## config.mk

```make
export PLATFORM = sky130hd
export DESIGN_NAME = note_blitter_flat
export DESIGN_NICKNAME = d
export VERILOG_FILES = /design/src/rtl/note_blitter_pkg.sv /design/src/rtl/note_blitter_if.sv /design/src/rtl/note_blitter.sv /design/src/flat_wrapper.sv
export SDC_FILE = /design/constraint.sdc
export NUM_CORES = 1
export LEC_CHECK = 0
export BUFFER_PORTS_ARGS = -buffer_cell sky130_fd_sc_hd__clkbuf_2
export CORE_ASPECT_RATIO = 0.7
export CORE_MARGIN = 5
export CORE_UTILIZATION = 58
export DETAILED_ROUTE_END_ITERATION = 10
export HOLD_SLACK_MARGIN = 0.12
export PLACE_DENSITY_LB_ADDON = 0.25
export SETUP_SLACK_MARGIN = 0.1
export SLEW_MARGIN = 10
export SYNTH_ARGS = -nofsm -noshare
export SYNTH_HDL_FRONTEND = slang
export SYNTH_SLANG_ARGS = --single-unit
```

## constraint.sdc

```tcl
create_clock -name clk -period 5.3 [get_ports clk]
set_clock_uncertainty 0.2 [all_clocks]
set_input_delay 0.265 -clock clk [delete_from_list [all_inputs] [get_ports clk]]
set_output_delay 0.265 -clock clk [all_outputs]
set_load 0.005 [all_outputs]
```

## src/rtl/note_blitter_pkg.sv

```systemverilog
`default_nettype none
// ============================================================================
// Module      : note_blitter_pkg
// Description : Shared note sprite constants (sprite geometry, note type
//               codes) and the blitter state encoding.
// Revision    : 1.0 - initial release
// ============================================================================
package note_blitter_pkg;

  // Sprite geometry, shared with the note sprite ROM
  localparam int NOTE_WIDTH  = 28;
  localparam int NOTE_HEIGHT = 24;

  // Note type codes presented to the ROM noteType input
  localparam logic [1:0] QUARTER_NOTE = 2'd0;
  localparam logic [1:0] HALF_NOTE    = 2'd1;
  localparam logic [1:0] WHOLE_NOTE   = 2'd2;

  // Blitter sequencing states
  typedef enum logic [1:0] {
    ST_IDLE  = 2'd0,
    ST_FETCH = 2'd1,
    ST_WRITE = 2'd2,
    ST_DONE  = 2'd3
  } blit_state_t;

endpackage
`default_nettype wire

```

## src/rtl/note_blitter_if.sv

```systemverilog
`default_nettype none
// ============================================================================
// Module      : note_blitter_if
// Description : Bundle of the blitter's request, ROM and framebuffer signals.
//               slave  : the blitter itself.
//               master : the surroundings (sequencer, ROM, framebuffer).
//   req_*          draw request handshake and fields
//   rom_note_type  ROM note type select; rom_addr ROM row; rom_data ROM row bits
//   fb_*           framebuffer write port (fb_ready = write accepted)
//   busy / done    status; done is a one-cycle completion pulse
// Revision    : 1.0 - initial release
// ============================================================================
interface note_blitter_if #(
  parameter int X_W = 10,
  parameter int Y_W = 9
);
  import note_blitter_pkg::*;

  logic                  req_valid;
  logic                  req_ready;
  logic [1:0]            req_type;
  logic [X_W-1:0]        req_x;
  logic [Y_W-1:0]        req_y;
  logic                  req_erase;
  logic [1:0]            rom_note_type;
  logic [4:0]            rom_addr;
  logic [NOTE_WIDTH-1:0] rom_data;
  logic                  fb_we;
  logic [X_W-1:0]        fb_x;
  logic [Y_W-1:0]        fb_y;
  logic                  fb_wdata;
  logic                  fb_ready;
  logic                  busy;
  logic                  done;

  modport slave (
    input  req_valid, req_type, req_x, req_y, req_erase, rom_data, fb_ready,
    output req_ready, rom_note_type, rom_addr, fb_we, fb_x, fb_y, fb_wdata,
           busy, done
  );

  modport master (
    output req_valid, req_type, req_x, req_y, req_erase, rom_data, fb_ready,
    input  req_ready, rom_note_type, rom_addr, fb_we, fb_x, fb_y, fb_wdata,
           busy, done
  );

endinterface
`default_nettype wire

```

## src/rtl/note_blitter.sv

```systemverilog
`default_nettype none
// ============================================================================
// Module      : note_blitter
// Description : Draws one note sprite from the note ROM into a 1-bit
//               framebuffer. Walks the sprite row by row (one FETCH cycle
//               per row to latch the ROM bitmap, then one WRITE cycle per
//               column), emitting a write per set pixel that lands on screen.
//   clk, reset     clock; asynchronous active-high reset
//   bus (slave)    request handshake, ROM row interface, framebuffer port,
//                  busy/done status
// Revision    : 1.0 - initial release
// ============================================================================
module note_blitter
  import note_blitter_pkg::*;
#(
  parameter int SCREEN_W = 640,
  parameter int SCREEN_H = 480,
  parameter int X_W      = 10,
  parameter int Y_W      = 9
) (
  input  logic            clk,
  input  logic            reset,
  note_blitter_if.slave   bus
);

  localparam int            CW         = 5;
  localparam logic [CW-1:0] LAST_COL   = CW'(NOTE_WIDTH - 1);
  localparam logic [CW-1:0] LAST_ROW   = CW'(NOTE_HEIGHT - 1);
  localparam logic [X_W:0]  SCREEN_W_L = (X_W + 1)'(SCREEN_W);
  localparam logic [Y_W:0]  SCREEN_H_L = (Y_W + 1)'(SCREEN_H);

  blit_state_t           state;
  blit_state_t           state_next;
  logic [1:0]            type_q;
  logic [X_W-1:0]        x_q;
  logic [Y_W-1:0]        y_q;
  logic                  ink_q;
  logic [CW-1:0]         row;
  logic [CW-1:0]         col;
  logic [NOTE_WIDTH-1:0] row_bits;

  logic                  pix_bit;
  logic [CW-1:0]         bit_idx;
  logic [X_W:0]          px;
  logic [Y_W:0]          py;
  logic                  we;
  logic                  advance;

  // MSB of the row bitmap is the leftmost column
  assign bit_idx = LAST_COL - col;
  assign pix_bit = row_bits[bit_idx];

  // One extra bit so coordinates past the screen edge never wrap on-screen
  assign px = {1'b0, x_q} + {{(X_W + 1 - CW){1'b0}}, col};
  assign py = {1'b0, y_q} + {{(Y_W + 1 - CW){1'b0}}, row};

  assign we      = (state == ST_WRITE) && pix_bit &&
                   (px < SCREEN_W_L) && (py < SCREEN_H_L);
  // A pending write holds the column until the framebuffer takes it;
  // clear or clipped pixels move on every cycle
  assign advance = (state == ST_WRITE) && (!we || bus.fb_ready);

  assign bus.req_ready     = (state == ST_IDLE);
  assign bus.busy          = (state != ST_IDLE);
  assign bus.done          = (state == ST_DONE);
  assign bus.rom_note_type = type_q;
  assign bus.rom_addr      = row;
  assign bus.fb_we         = we;
  assign bus.fb_x          = px[X_W-1:0];
  assign bus.fb_y          = py[Y_W-1:0];
  assign bus.fb_wdata      = ink_q;

  always_ff @(posedge clk or posedge reset) begin
    if (reset) state <= ST_IDLE;
    else       state <= state_next;
  end

  always_comb begin
    state_next = state;
    case (state)
      ST_IDLE:  if (bus.req_valid) state_next = ST_FETCH;
      ST_FETCH: state_next = ST_WRITE;
      ST_WRITE: begin
        if (advance && (col == LAST_COL)) begin
          state_next = (row == LAST_ROW) ? ST_DONE : ST_FETCH;
        end
      end
      ST_DONE:  state_next = ST_IDLE;
      default:  state_next = ST_IDLE;
    endcase
  end

  always_ff @(posedge clk or posedge reset) begin
    if (reset) begin
      type_q   <= 2'd0;
      x_q      <= '0;
      y_q      <= '0;
      ink_q    <= 1'b0;
      row      <= '0;
      col      <= '0;
      row_bits <= '0;
    end else begin
      case (state)
        ST_IDLE: begin
          if (bus.req_valid) begin
            type_q <= bus.req_type;
            x_q    <= bus.req_x;
            y_q    <= bus.req_y;
            ink_q  <= ~bus.req_erase;
            row    <= '0;
            col    <= '0;
          end
        end
        ST_FETCH: begin
          row_bits <= bus.rom_data;
          col      <= '0;
        end
        ST_WRITE: begin
          if (advance) begin
            if (col == LAST_COL) begin
              col <= '0;
              if (row != LAST_ROW) row <= row + 1'b1;
            end else begin
              col <= col + 1'b1;
            end
          end
        end
        default: ;
      endcase
    end
  end

endmodule
`default_nettype wire
```

## src/flat_wrapper.sv

```systemverilog
// flat-port wrapper written by rule: the top's interface ports become plain ports
module note_blitter_flat import note_blitter_pkg::*;
#(
  parameter int SCREEN_W = 640,
  parameter int SCREEN_H = 480,
  parameter int X_W      = 10,
  parameter int Y_W      = 9
)
  (clk, reset, bus_req_valid, bus_req_type, bus_req_x, bus_req_y, bus_req_erase, bus_rom_data, bus_fb_ready, bus_req_ready, bus_rom_note_type, bus_rom_addr, bus_fb_we, bus_fb_x, bus_fb_y, bus_fb_wdata, bus_busy, bus_done);
  note_blitter_if #(.X_W(X_W), .Y_W(Y_W)) bus_i ();
  input  logic clk;
  input  logic reset;
  input wire logic [$bits(bus_i.req_valid)-1:0] bus_req_valid;
  input wire logic [$bits(bus_i.req_type)-1:0] bus_req_type;
  input wire logic [$bits(bus_i.req_x)-1:0] bus_req_x;
  input wire logic [$bits(bus_i.req_y)-1:0] bus_req_y;
  input wire logic [$bits(bus_i.req_erase)-1:0] bus_req_erase;
  input wire logic [$bits(bus_i.rom_data)-1:0] bus_rom_data;
  input wire logic [$bits(bus_i.fb_ready)-1:0] bus_fb_ready;
  output wire logic [$bits(bus_i.req_ready)-1:0] bus_req_ready;
  output wire logic [$bits(bus_i.rom_note_type)-1:0] bus_rom_note_type;
  output wire logic [$bits(bus_i.rom_addr)-1:0] bus_rom_addr;
  output wire logic [$bits(bus_i.fb_we)-1:0] bus_fb_we;
  output wire logic [$bits(bus_i.fb_x)-1:0] bus_fb_x;
  output wire logic [$bits(bus_i.fb_y)-1:0] bus_fb_y;
  output wire logic [$bits(bus_i.fb_wdata)-1:0] bus_fb_wdata;
  output wire logic [$bits(bus_i.busy)-1:0] bus_busy;
  output wire logic [$bits(bus_i.done)-1:0] bus_done;
  assign bus_i.req_valid = bus_req_valid;
  assign bus_i.req_type = bus_req_type;
  assign bus_i.req_x = bus_req_x;
  assign bus_i.req_y = bus_req_y;
  assign bus_i.req_erase = bus_req_erase;
  assign bus_i.rom_data = bus_rom_data;
  assign bus_i.fb_ready = bus_fb_ready;
  assign bus_req_ready = bus_i.req_ready;
  assign bus_rom_note_type = bus_i.rom_note_type;
  assign bus_rom_addr = bus_i.rom_addr;
  assign bus_fb_we = bus_i.fb_we;
  assign bus_fb_x = bus_i.fb_x;
  assign bus_fb_y = bus_i.fb_y;
  assign bus_fb_wdata = bus_i.fb_wdata;
  assign bus_busy = bus_i.busy;
  assign bus_done = bus_i.done;
  note_blitter #(.SCREEN_W(SCREEN_W), .SCREEN_H(SCREEN_H), .X_W(X_W), .Y_W(Y_W)) u_core (.clk(clk), .reset(reset), .bus(bus_i));
endmodule
```

==> results_dict.tcl <==
set metrics [dict create \
    avgSynthCellArea_um2 11.5 \
    end_kind "output port" \
    final-setup-viol-count 0 \
    syn_inst 306 \
    sw_frac_of_total_pct 39.5 \
    routedWlPerCell_um 17.4 \
    power_frac_seq_pct 35.8 \
    grt_start_max_net_pins 63 \
    synthDistinctLibCells 49 \
    dr_wl_met2_um 4520 \
    ys_seq_area_share_pct 44.0 \
    cp-start-kind "register" \
    root_buffer "clkbuf_8" \
    diodes 0 \
    ys_ff_latch 62 \
    synthTopCellsByCount "dfrtp_1 (62), mux2_2 (46), inv_1 (18)" \
    finalCriticalPeriod_ns 3.59 \
    rsz0062_at_grt "false" \
    ys.flop_type "dfrtp_1" \
    drc 0 \
    path_class "register to output port" \
    whs_ns 0.182 \
    yosysTopAreaCell "dfrtp_1" \
    cts_resized 0 \
    synthXorXnorAreaFrac_pct 3.48 \
    placed_area_um2 4000 \
    clkTransAtPathRegs_ns 0.07 \
    synthSimpleGateAreaFrac_pct 11.5 \
    synth_fa_ha_area_share_pct 6.46 \
    start_util_pct 60.7 \
    hpwl_um 5880 \
    fill_cells 348 \
    gp_congestion 0.800 \
    p_per_area_nw_per_um2 551 \
    wl_met1_um 3790 \
    fin_area_um2 4690 \
    switchingPower_mw 1.02 \
    arrival_ns 3.12 \
    synth_compound_area_share_pct 11.0 \
    viasPerCell 5.69 \
    slew_headroom_pct 28.1 \
    ant_nets 0 \
    core_area_um2 5810 \
    clkPwrFrac_pct 14.6 \
    cts_made_buffers 9 \
    top_layer "met4" \
    crit_path_max_fanout 13 \
    finalSetupTns_ns 0 \
    final_layout_size_suffix_gt1_share_pct 37.0 \
    outcome "finished, final reports clean" \
    critical_path_required_ns 4.84 \
    synthMuxAreaShare_pct 19.7 \
    p_int_mw 1.56 \
    grt_pass1_vias 3128 \
    fmax_mhz 279 \
    netlist_area_um2 3530 \
    grt_first_pass_wirelength_um 15000 \
    placementRows 23 \
    synth_most_common_cell "dfrtp_1" \
    cts_sinks 62 \
    comb_power_share_pct 49.5 \
    firstDrtPassIters 4 \
    hold_path_class "input port to register" \
    via_count 2982 \
    synth_edf_count 0 \
    synth_top_area_share_pct 44.0 \
    drt_iter0_drc 163 \
    fin_nets 515 \
    synth_nets 377 \
    synth.area.top_cells "dfrtp_1 (44%), mux2_2 (15%), ha_1 (5.3%)" \
    p_leak_nw 2.18 \
    die_x_um 103 \
    chipHeight_um 75.2 \
    clockBufferDepth 2 \
    track_usage_pct 25.7 \
    finalHoldViolations 0 \
    peakVddDrop_mv 0.373 \
    wirelength_um 9110 \
    dieArea_um2 7760 \
    fin_crit_sh_pct 67.7 \
    antenna_found_initial 0 \
    area_growth_pct 33.1 \
    tightest_slew_ns 1.08 \
    synth_top_family_by_area "multiplexers" \
    wl_met3_um 554 \
    io_buffers 84 \
    yosysWarningCount 0 \
    clk_latency_ns 0.35 \
    tritoncts "done" \
    cts_htree_levels 3 \
    maxCapViolCount 0 \
    overflow 0 \
    drv_slew 0 \
    async_flop_share_pct 100 \
    ios 85 \
]
## power by group through the flow
stage | logic, mW | registers [mW] | clock network (mW)
finish | 1.28 | 0.927 | 0.378
global route | 1.43 | 0.959 | 0.404
global placement | 1.19 | 0.911 | 0
CTS | 1.28 | 0.917 | 0.378
floorplan | 0.912 | 0.841 | 0
detailed placement | 1.23 | 0.926 | 0
## worst max-delay path: stages, from the launching register on
cell	delay, ns
dfrtp_1	0.61
ha_1	0.35
fa_1	0.43
a211oi_2	0.20
o21bai_1	0.16
or4_1	0.49
and3_4	0.20
nand4_4	0.11
inv_4	0.09
clkbuf_2	0.13
## layout by cell type, fill, tap and decap left out, drive strengths merged, types with 2 or more instances in the layout
master | Yosys | layout
xnor2 | 11 | 11
or2 | 3 | 3
nor2 | 12 | 12
inv | 19 | 19
clkbuf | 6 | 94
and3 | 5 | 5
nand3 | 10 | 10
a211o | 5 | 5
nor2b | 3 | 3
mux4 | 7 | 7
dlygate4sd3 | 0 | 52
a211oi | 3 | 3
nand2 | 15 | 15
o2111ai | 5 | 5
and2 | 2 | 2
nor3 | 4 | 4
dfrtp | 62 | 62
o21a | 3 | 3
nand3b | 4 | 4
buf | 5 | 2
or3 | 4 | 4
mux2 | 46 | 46
nand4b | 2 | 2
mux2i | 2 | 2
o21ai | 6 | 6
o21bai | 2 | 2
fa | 2 | 2
a21oi | 15 | 15
clkinv | 0 | 3
xor2 | 3 | 3
ha | 15 | 15
clkinvlp | 0 | 3
o211ai | 4 | 4
nand4 | 6 | 6
a21o | 4 | 4
## final timing paths
| path | startpoint | to | slack (ns) | cells past startpoint |
|---|---|---|---|---|
| min | bus_req_valid | u_core.col[0] | 0.18 | 3 |
| max | u_core.col[0] | bus_fb_we | 1.71 | 9 |
| min in group asynchronous | reset | u_core.row_bits[8] | 0.48 | 4 |
| max reg2reg | u_core.col[0] | u_core.bus.rom_addr[2] | 1.80 | 10 |
| min reg2reg | u_core.row_bits[22] | u_core.row_bits[22] | 0.31 | 1 |
| max in group asynchronous | reset | u_core.y_q[5] | 3.93 | 4 |
## final cells by class
cell class	count	area [um2]	share of cell area, %
well taps	75	93.8	2.00
multi-input cells	214	1840	39.3
inverters	19	73.8	1.57
repair buffers	138	956	20.4
flip-flops and latches	62	1550	33.0
clock buffers	10	138	2.93
clock inverters	6	37.5	0.800
## layer usage
| layer | track usage (%) | up-vias |
|---|---|---|
| met1 | 32.1 | 1446 |
| met5 | 0 | - |
| met3 | 6.67 | 22 |
| met2 | 42.9 | 112 |
| met4 | 10.9 | 0 |
| li1 | - | 1402 |
## kinds of logic (layout without fill, tap and decap cells)
group | after synthesis | in the layout
xor+xnor | 14 | 14
compound gates | 55 | 55
fa+ha+maj | 17 | 17
simple gates | 73 | 73
buf+inv | 30 | 173
flops | 62 | 62
mux | 55 | 55
## registers in the layout (all words and copies together), names as in the netlist
name / flops
u_core.row_bits: 28
u_core.x_q: 10
u_core.y_q: 9
u_core.bus.rom_addr: 5
u_core.col: 5
u_core.bus.rom_note_type: 2
u_core.state: 2
u_core.bus.fb_wdata: 1
## what timing repair did
| item | CTS | global route |
|---|---|---|
| hold endpoints to repair | 114 | 0 |
| hold buffers | 52 | 0 |
| setup buffers | 0 | 0 |
## through the flow
stage	power, mW	worst slack (ns)	util (%)	instances
after detailed placement	2.16	1.84	68.8	456
after floorplan	1.75	2.32	-	306
after global placement	2.10	1.91	68.8	456
after global routing	2.79	1.45	80.8	524
final	2.59	1.71	80.8	524
after CTS	2.57	1.73	80.8	524
Note: power is estimated with default switching activity, not from simulation.
